$ cat config.mk
export PLATFORM = sky130hd
export DESIGN_NAME = crypto_ahb_master
export DESIGN_NICKNAME = d
export VERILOG_FILES = /design/src/rtl/crypto_ahb_pkg.sv /design/src/rtl/ahb_pkt_counter.sv /design/src/rtl/crypto_ahb_master.sv
export SDC_FILE = /design/constraint.sdc
export NUM_CORES = 1
export LEC_CHECK = 0
export CELL_PAD_IN_SITES_DETAIL_PLACEMENT = 1
export CELL_PAD_IN_SITES_GLOBAL_PLACEMENT = 1
export CORE_MARGIN = 1.5
export CORE_UTILIZATION = 38
export CTS_CLUSTER_DIAMETER = 40
export CTS_CLUSTER_SIZE = 30
export DETAILED_ROUTE_END_ITERATION = 10
export PLACE_DENSITY_LB_ADDON = 0.1
export SLEW_MARGIN = 40
export SYNTH_ARGS = -nofsm -noshare
export SYNTH_HDL_FRONTEND = slang
export SYNTH_HIERARCHICAL = 1
export SYNTH_SLANG_ARGS = --single-unit
$ cat constraint.sdc
create_clock -name clk -period 4 [get_ports clk]
set_input_delay 0.8 -clock clk [delete_from_list [all_inputs] [get_ports clk]]
set_output_delay 0.8 -clock clk [all_outputs]
set_load 0.01 [all_outputs]
$ cat src/rtl/crypto_ahb_pkg.sv
// Shared types and address map for the crypto AHB-Lite write initiator.
package crypto_ahb_pkg;

    // AHB-Lite transfer types as driven on HTRANS.
    typedef enum logic [1:0] {
        HT_IDLE   = 2'd0,
        HT_BUSY   = 2'd1,
        HT_NONSEQ = 2'd2,
        HT_SEQ    = 2'd3
    } htrans_t;

    // Master sequencing states.
    typedef enum logic [2:0] {
        ST_IDLE   = 3'd0,
        ST_KEY_A  = 3'd1,
        ST_KEY_D  = 3'd2,
        ST_ADR_A  = 3'd3,
        ST_ADR_D  = 3'd4,
        ST_STREAM = 3'd5,
        ST_STALL  = 3'd6,
        ST_DONE   = 3'd7
    } mst_state_t;

    // Slave register map, relative to the slave base address.
    localparam logic [31:0] KEY_OFS  = 32'h0000_0000;
    localparam logic [31:0] ADDR_OFS = 32'h0000_0010;
    localparam logic [31:0] PKT_OFS  = 32'h0000_0020;

    // Each packet occupies one 128-bit word.
    localparam int PKT_BYTES = 16;

endpackage

$ cat src/rtl/ahb_pkt_counter.sv
// Remaining-packet down-counter with zero flag, plus the packet address pointer.
module ahb_pkt_counter
    import crypto_ahb_pkg::*;
#(
    parameter int          CNT_W     = 16,
    parameter logic [31:0] BASE_ADDR = 32'h0000_0000
) (
    input  logic             clk,
    input  logic             rst,
    input  logic             load,
    input  logic [CNT_W-1:0] load_cnt,
    input  logic             step,
    output logic             zero,
    output logic [31:0]      pkt_addr
);

    logic [CNT_W-1:0] cnt_q, cnt_d;
    logic [31:0]      addr_q, addr_d;

    // Load restarts the count and points at the first packet slot; each step
    // consumes one packet and moves the pointer to the next 16-byte slot.
    always_comb begin
        cnt_d  = cnt_q;
        addr_d = addr_q;
        if (load) begin
            cnt_d  = load_cnt;
            addr_d = BASE_ADDR + PKT_OFS;
        end else if (step) begin
            cnt_d  = cnt_q - CNT_W'(1);
            addr_d = addr_q + 32'(PKT_BYTES);
        end
    end

    // Counter and pointer registers.
    always_ff @(posedge clk) begin
        if (rst) begin
            cnt_q  <= '0;
            addr_q <= '0;
        end else begin
            cnt_q  <= cnt_d;
            addr_q <= addr_d;
        end
    end

    assign zero     = (cnt_q == '0);
    assign pkt_addr = addr_q;

endmodule

$ cat src/rtl/crypto_ahb_master.sv
// AHB-Lite write initiator: key write, SRAM-address write, then a packet stream
// with BUSY transfers inserted whenever the upstream source stalls.
module crypto_ahb_master
    import crypto_ahb_pkg::*;
#(
    parameter logic [31:0] BASE_ADDR = 32'h0000_0000,
    parameter int          CNT_W     = 16
) (
    input  logic             clk,
    input  logic             rst,
    input  logic             start,
    input  logic [127:0]     key,
    input  logic [31:0]      sram_addr,
    input  logic [CNT_W-1:0] num_packets,
    input  logic [127:0]     pkt_data,
    input  logic             pkt_valid,
    output logic             pkt_ready,
    input  logic             HREADY,
    output logic             HSELx,
    output logic             HWRITE,
    output logic [1:0]       HTRANS,
    output logic [31:0]      HADDR,
    output logic [127:0]     HWDATA,
    output logic             busy,
    output logic             done
);

    mst_state_t   state_q, state_d;
    logic [127:0] key_q, key_d;
    logic [31:0]  sram_addr_q, sram_addr_d;
    logic [127:0] wdata_q, wdata_d;
    logic         hsel_q, hsel_d;
    htrans_t      htrans_q, htrans_d;
    logic [31:0]  haddr_q, haddr_d;
    logic [127:0] hwdata_q, hwdata_d;
    logic         busy_q, busy_d;
    logic         done_q, done_d;

    logic         cnt_load;
    logic         cnt_step;
    logic         cnt_zero;
    logic [31:0]  pkt_addr;

    ahb_pkt_counter #(
        .CNT_W     (CNT_W),
        .BASE_ADDR (BASE_ADDR)
    ) u_cnt (
        .clk      (clk),
        .rst      (rst),
        .load     (cnt_load && HREADY),
        .load_cnt (num_packets),
        .step     (cnt_step && HREADY),
        .zero     (cnt_zero),
        .pkt_addr (pkt_addr)
    );

    // Next-state and next-output decode; bus outputs are registered, so each
    // state's decode appears on the bus one cycle later.
    always_comb begin
        state_d     = state_q;
        key_d       = key_q;
        sram_addr_d = sram_addr_q;
        wdata_d     = wdata_q;
        hsel_d      = 1'b0;
        htrans_d    = HT_IDLE;
        haddr_d     = '0;
        hwdata_d    = '0;
        done_d      = 1'b0;
        cnt_load    = 1'b0;
        cnt_step    = 1'b0;
        pkt_ready   = 1'b0;

        case (state_q)
            ST_IDLE: begin
                if (start && (num_packets != '0)) begin
                    key_d       = key;
                    sram_addr_d = sram_addr;
                    cnt_load    = 1'b1;
                    state_d     = ST_KEY_A;
                end
            end
            ST_KEY_A: begin
                hsel_d   = 1'b1;
                htrans_d = HT_NONSEQ;
                haddr_d  = BASE_ADDR + KEY_OFS;
                state_d  = ST_KEY_D;
            end
            ST_KEY_D: begin
                // Deselected here: the slave's WAIT state advances on any
                // selected write, so the key data phase must be unselected.
                hwdata_d = key_q;
                state_d  = ST_ADR_A;
            end
            ST_ADR_A: begin
                hsel_d   = 1'b1;
                htrans_d = HT_NONSEQ;
                haddr_d  = BASE_ADDR + ADDR_OFS;
                state_d  = ST_ADR_D;
            end
            ST_ADR_D, ST_STREAM, ST_STALL: begin
                // Data phase of the previous transfer.
                hwdata_d = (state_q == ST_ADR_D) ? {96'b0, sram_addr_q} : wdata_q;
                // Address phase of the next transfer.
                if (!cnt_zero) begin
                    hsel_d = 1'b1;
                    if (pkt_valid) begin
                        htrans_d  = HT_SEQ;
                        haddr_d   = pkt_addr;
                        pkt_ready = HREADY && !rst;
                        wdata_d   = pkt_data;
                        cnt_step  = 1'b1;
                        state_d   = ST_STREAM;
                    end else begin
                        htrans_d = HT_BUSY;
                        haddr_d  = haddr_q;
                        state_d  = ST_STALL;
                    end
                end else begin
                    state_d = ST_DONE;
                end
            end
            ST_DONE: begin
                done_d  = 1'b1;
                state_d = ST_IDLE;
            end
            default: begin
                state_d = ST_IDLE;
            end
        endcase

        busy_d = (state_d != ST_IDLE);
    end

    // State and output registers; a low HREADY freezes everything.
    always_ff @(posedge clk) begin
        if (rst) begin
            state_q     <= ST_IDLE;
            key_q       <= '0;
            sram_addr_q <= '0;
            wdata_q     <= '0;
            hsel_q      <= 1'b0;
            htrans_q    <= HT_IDLE;
            haddr_q     <= '0;
            hwdata_q    <= '0;
            busy_q      <= 1'b0;
            done_q      <= 1'b0;
        end else if (HREADY) begin
            state_q     <= state_d;
            key_q       <= key_d;
            sram_addr_q <= sram_addr_d;
            wdata_q     <= wdata_d;
            hsel_q      <= hsel_d;
            htrans_q    <= htrans_d;
            haddr_q     <= haddr_d;
            hwdata_q    <= hwdata_d;
            busy_q      <= busy_d;
            done_q      <= done_d;
        end
    end

    assign HSELx  = hsel_q;
    assign HWRITE = hsel_q;
    assign HTRANS = htrans_q;
    assign HADDR  = haddr_q;
    assign HWDATA = hwdata_q;
    assign busy   = busy_q;
    assign done   = done_q;

endmodule
==> results.yml <==
status:
  status: "finished, final reports clean"
sta:
  timing.final.setup_violations: 0
  final_min_period_over_clock_period_pct: 96.06
  hold_viol: 0
  clock.fmax_mhz: 260.3
  timing.final.max_slew_violations: 0
  max_slew_margin_pct: 42.67
  final.setup_skew_ns: 0.01866
  finalHoldWorstSlack_ns: 0.4560
  setup_repair_after_global_routing_missed_its_margin: "no"
  fin_setup_tns_ns: 0
  tightest_slew_ns: 0.8599
  post-route-min-period_ns: 3.842
worst_setup_path:
  worstPathBufferInverterCount: 1
  slowest_delay_ns: 0.68
  start_kind: "flop"
  crit_family: "simple AND/OR/NAND/NOR gates"
  critical_path_required_time_ns: 3.20
  reg2regPathDepth: 11
  worst-r2r-setup-slack_ns: 0.57
  endpoint_kind: "primary output"
  crit_type: "flop to primary output"
  timing.critical_path.slowest_stage_cell: "or4_4"
  worst_r2r_endpoint: "u_cnt/pkt_addr[27]"
  path_max_fanout: 13
  rr_startpoint: "u_cnt/cnt_q[0]"
  worst_ep_arrival_time_ns: 3.04
  crit_path_cell_trace: "or4_4 > nor4_2 > nand2b_1 > or3_4 > nor2_2 > clkdlybuf4s50_1"
grt:
  pin_count_of_the_biggest_net_entering_global_routing: 166
  global_route.overflow_total: 0
  grt_pass1_wl_um: 107500
  antenna_found_initial: 33
  via_count_of_the_first_global_routing_pass: 19060
  grt.total_usage_pct: 24.15
clock_tree:
  clk-insertion-delay-late_ns: 0.63
  cts_root_buf: "clkbuf_16"
  cts.sinks: 500
  tritoncts: "built"
  clk_path_buf_depth: 3
  number_of_cts_inserted_buffers: 89
  path_clk_slew_ns: 0.05
  htree_num_levels: 3
  post_cts.repair.setup_buffers: 0
synthesis:
  yosys-top-cells-area: "dfxtp_1 48%, nand2b_1 9.6%, mux2i_1 9.4%"
  synth-async-reset-ratio_pct: 0
  synth-main-ff-cell: "dfxtp_1"
  synth.top_cells.by_count: "500 x dfxtp_1, 321 x nand2b_1, 278 x nand2_1"
  synth_largest_type_area_fraction_pct: 47.90
  ys_types: 53
  cell_count_after_synthesis: 2267
  synth_sequential_area_ratio_pct: 47.90
  synth_seq_cells: 500
  synth-edff-count: 0
  synth_area_per_cell_um2: 9.217
  synthDominantAreaCellType: "dfxtp_1"
  synth-warning-count: 6
  netlist_area_mm2: 0.02090
  synthMostInstantiatedCell: "dfxtp_1"
floorplanning:
  area_enclosed_by_the_die_boundary_mm2: 0.05640
  core_region_area_mm2: 0.05413
  boundaryPins: 476
  initial_utilization_pct: 38.60
  floorplan.die.width_um: 237.5
  die_height_um: 237.5
  placementRows: 85
route:
  drc: 0
  postRouteAntennaNets: 0
  firstDrtPassIters: 4
  via_count: 17890
  totalWireLength_um: 69360
  routedWlPerCell_um: 20.17
  post_drt_via_cell_ratio: 5.205
  drt-initial-drc-count: 833
place:
  dp.final_hpwl_um: 44160
  gpl.final_weighted_congestion: 0.8117
  number_of_input_and_output_port_buffers_inserted: 475
finish:
  finalNetCount: 2959
  syn2layout_area_growth_pct: 38.68
  multi_input_comb_area_mm2: 0.009822
  fillCellCount: 5961
  final-seq-area_mm2: 0.01001
  drive_gt1_share_pct: 7.311
power:
  cellLeakagePower_nw: 9.884
  pwr-share-seq_pct: 36.7
  p_sw_share_pct: 23.53
  power.share.combinational_pct: 8.2
  internal-power_w: 0.01098
  power_density_mw_per_mm2: 495.7
  switching_power_w: 0.003380
  power.clock.fraction_pct: 55.1
  worst_ir_drop_vdd_uv: 387.5
hold_path:
  min_delay_worst_endpoint: "wdata_q[70]"
  whs_path_depth: 2
  beginning_of_the_worst_hold_path: "wdata_q[70]"
  timing.hold.worst.class: "flop to flop"
run:
  max_cap_violations: 0
==> state kept, by name (all words and copies together), names as in the netlist <==
register	flops
HWDATA	128
HTRANS	2
state_q	3
sram_addr_q	32
busy	1
wdata_q	128
u_cnt/pkt_addr	28
u_cnt/cnt_q	16
HADDR	32
done	1
HSELx	1
key_q	128
==> cell usage in the layout, fill, tap and decap left out, types with 5 or more instances in the layout <==
cell type,instances
or4_1,11
clkbuf_8,16
nand3_1,11
clkbuf_16,91
diode_2,20
nand2_1,278
clkdlybuf4s50_1,473
clkinv_4,5
o31ai_1,10
inv_1,7
a211oi_1,139
mux2i_1,196
buf_12,7
o21ai_0,10
buf_4,7
a2bb2oi_1,32
dfxtp_1,500
nor4_1,5
bufinv_16,11
a22o_1,31
nand2b_1,321
inv_6,10
xnor2_1,14
and4_1,8
nor2_1,163
or3_1,8
clkinvlp_4,7
xor2_1,11
clkbuf_1,9
a21oi_1,150
clkinv_2,13
and3_1,5
a22oi_1,96
nand4_1,7
nor4_2,6
==> metrics by stage <==
| stage | instances | worst slack (ns) | total power [W] | utilization, % | area [um2] |
|---|---|---|---|---|---|
| 2_1_floorplan | 2270 | 0.9626 | 0.005926 | - | 20910 |
| 3_3_place_gp | 3252 | 0.4719 | 0.006514 | 47.49 | 25710 |
| 3_5_place_dp | 3253 | 0.3379 | 0.006543 | 47.58 | 25760 |
| 4_1_cts | 3418 | 0.04095 | 0.01452 | 53.42 | 28920 |
| 5_1_grt | 3433 | 0.01470 | 0.01486 | 53.51 | 28970 |
| 6_report | 3438 | 0.1576 | 0.01436 | 53.53 | 28980 |
==> kinds of logic after synthesis <==
logic type	after synthesis	synth area share, %
AOI/OAI and AO/OA	482	15.80
and+or+nand+nor	845	20.38
muxes	196	9.389
buffers and inverters	216	5.335
other	1	0.01795
xor gates and xnor gates	25	1.048
DFF	500	47.90
adders and majority gates	2	0.1197
==> worst max-delay path by stage <==
stage	from	to	slack, ns	cells past startpoint
floorplan	HREADY	u_cnt/pkt_addr[30]	0.96	12
global placement	pkt_valid	u_cnt/pkt_addr[25]	0.47	8
detailed placement	pkt_valid	u_cnt/pkt_addr[29]	0.34	8
CTS	u_cnt/cnt_q[7]	pkt_ready	0.04	6
global route	u_cnt/cnt_q[2]	pkt_ready	0.01	6
finish	u_cnt/cnt_q[2]	pkt_ready	0.16	6
==> worst register-to-register path, delay by kind of cell (launching register included) <==
kind	cells	cell delay [ns]
simple gates	7	2.26
flops	1	0.38
fa+ha+maj	1	0.23
compound gates	1	0.16
buf+inv	2	0.32
==> cell type report <==
| cell class | count | area share, % |
|---|---|---|
| sequential | 500 | 34.54 |
| multi-input combinational | 1554 | 33.89 |
| timing repair buffer | 494 | 17.35 |
| clock buffer | 115 | 8.687 |
| tap | 696 | 3.005 |
| clock inverter | 50 | 2.219 |
| antenna | 20 | 0.1727 |
| inverter | 9 | 0.1252 |
==> power by group through the flow <==
stage                     combinational [W]  sequential, W  clock [W]
after floorplan                    0.000557        0.00537          0
after global placement              0.00116        0.00536          0
after detailed placement            0.00118        0.00537          0
after CTS                           0.00119        0.00527    0.00807
after global routing                0.00127        0.00528    0.00831
final                               0.00118        0.00527    0.00792
==> repair_timing <==
| item | in CTS | in global routing |
|---|---|---|
| endpoints found under the setup margin | 0 | 1 |
| hold endpoints to repair | 0 | 0 |
| hold buffers | 0 | 0 |
| gates resized for setup | 0 | 2 |
==> metal layers <==
metal	track usage, %	vias to the layer above	share of wire, %	routed length, um
met4	11.10	22	3.5	2437
met5	0	-	0.22	151
met2	40.16	410	48	33060
li1	-	8642	-	-
met3	7.874	161	6.7	4634
met1	28.22	8659	42	29080
Power figures use the tool's default switching activity.
==> edit (same flow settings) <==
`CNT_W` is set to 16 in 2 places; all go to 24.
--- a/src/rtl/ahb_pkt_counter.sv
+++ b/src/rtl/ahb_pkt_counter.sv
@@ -4,3 +4,3 @@
 #(
-    parameter int          CNT_W     = 16,
+    parameter int          CNT_W     = 24,
     parameter logic [31:0] BASE_ADDR = 32'h0000_0000
--- a/src/rtl/crypto_ahb_master.sv
+++ b/src/rtl/crypto_ahb_master.sv
@@ -6,3 +6,3 @@
     parameter logic [31:0] BASE_ADDR = 32'h0000_0000,
-    parameter int          CNT_W     = 16
+    parameter int          CNT_W     = 24
 ) (
Ports: changed (resized num_packets); port bits go from 476 to 484. The function was not compared with the original's and may differ.
==> edit against the unedited design <==
- total power fell by 0.17%
- setup slack better by 0.098 ns
- highest routed layer unchanged
- via count is 6.9% higher
- area after synthesis is 4.3% higher
- synthesized cell count is 6.6% higher
- cell area rose by 3.1%
- wire length up 7.8%
- sequential cell count rose by 8
- largest cell class is now multi-input combinational cells
- largest power group unchanged
==> edit: results (changes against the unedited design) <==
[final_layout]
fillCellCount=6241  ; +4.7%
clockBufferCount=102  ; -11%
buf_share_pct=17.5  ; +0.14 points
multi_input_gates=1677  ; +7.9%

[global_routing]
grt_usage_pct=24.8  ; +0.65 points
use_met3_pct=6.76  ; -1.1 points
grt_util_met1_pct=29.6  ; +1.4 points
grt_pass1_vias=20000  ; +5.2%
grt_pass1_wl_um=116000  ; +7.6%
antenna_found_initial=25  ; -24%

[worst_setup_path]
reg2reg_depth=10  ; -1
reg2reg_setup_slack_ns=0.62  ; +0.05 ns
r2r-start=u_cnt/cnt_q[4]
slowest_delay_ns=0.59  ; -0.09 ns

[logic_synthesis]
ys_top_cells_by_area=dfxtp_1, nand2b_1, mux2i_1, nand2_1, a211oi_1
synthXorXnorAreaFrac_pct=0.924  ; -0.12 points
synth_mux_area_share_pct=9.00  ; -0.39 points

[route]
wl_met3_um=4560  ; -1.6%
dr_wl_met2_um=36600  ; +11%
vias=19100  ; +6.9%

[sta]
holdWs_ns=0.451  ; -0.00537 ns
fin_skew_ns=0.0174  ; -0.00129 ns
worst_slew_pin_slew_ns=0.817  ; -0.0430 ns

[placement]
place_congestion=0.820  ; +1.0%

[floorplan]
tapCellCount=756  ; +8.6%

[power_and_ir_drop]
p_total_uw=14300  ; -0.17%
leakage_uw=0.0101  ; +2.1%

[status]
status=complete, no violations

[hold_path]
min_from=wdata_q[118]

-- edit: worst min-delay path: stages, from the launching register on --
cell,delay [ns]
dfxtp_1,0.30
nand2_1,0.05
a21oi_1,0.05
-- edit: logic make-up after synthesis --
logic type / count (synthesis)
xor gates and xnor gates: 23
and+or+nand+nor: 919
muxes: 196
AOI/OAI and AO/OA: 532
buffers and inverters: 235
other: 1
adders and majority gates: 3
DFF: 508
-- edit: how the worst max path moves through the flow --
| stage | endpoint | slack, ns | from |
|---|---|---|---|
| 6_report | pkt_ready | 0.26 | u_cnt/cnt_q[15] |
| 5_1_grt | pkt_ready | 0.11 | u_cnt/cnt_q[15] |
| 4_1_cts | pkt_ready | 0.05 | u_cnt/cnt_q[15] |
| 3_5_place_dp | pkt_ready | 0.30 | u_cnt/cnt_q[15] |
| 3_3_place_gp | pkt_ready | 0.36 | u_cnt/cnt_q[15] |
| 2_1_floorplan | u_cnt/pkt_addr[31] | 0.66 | u_cnt/cnt_q[15] |
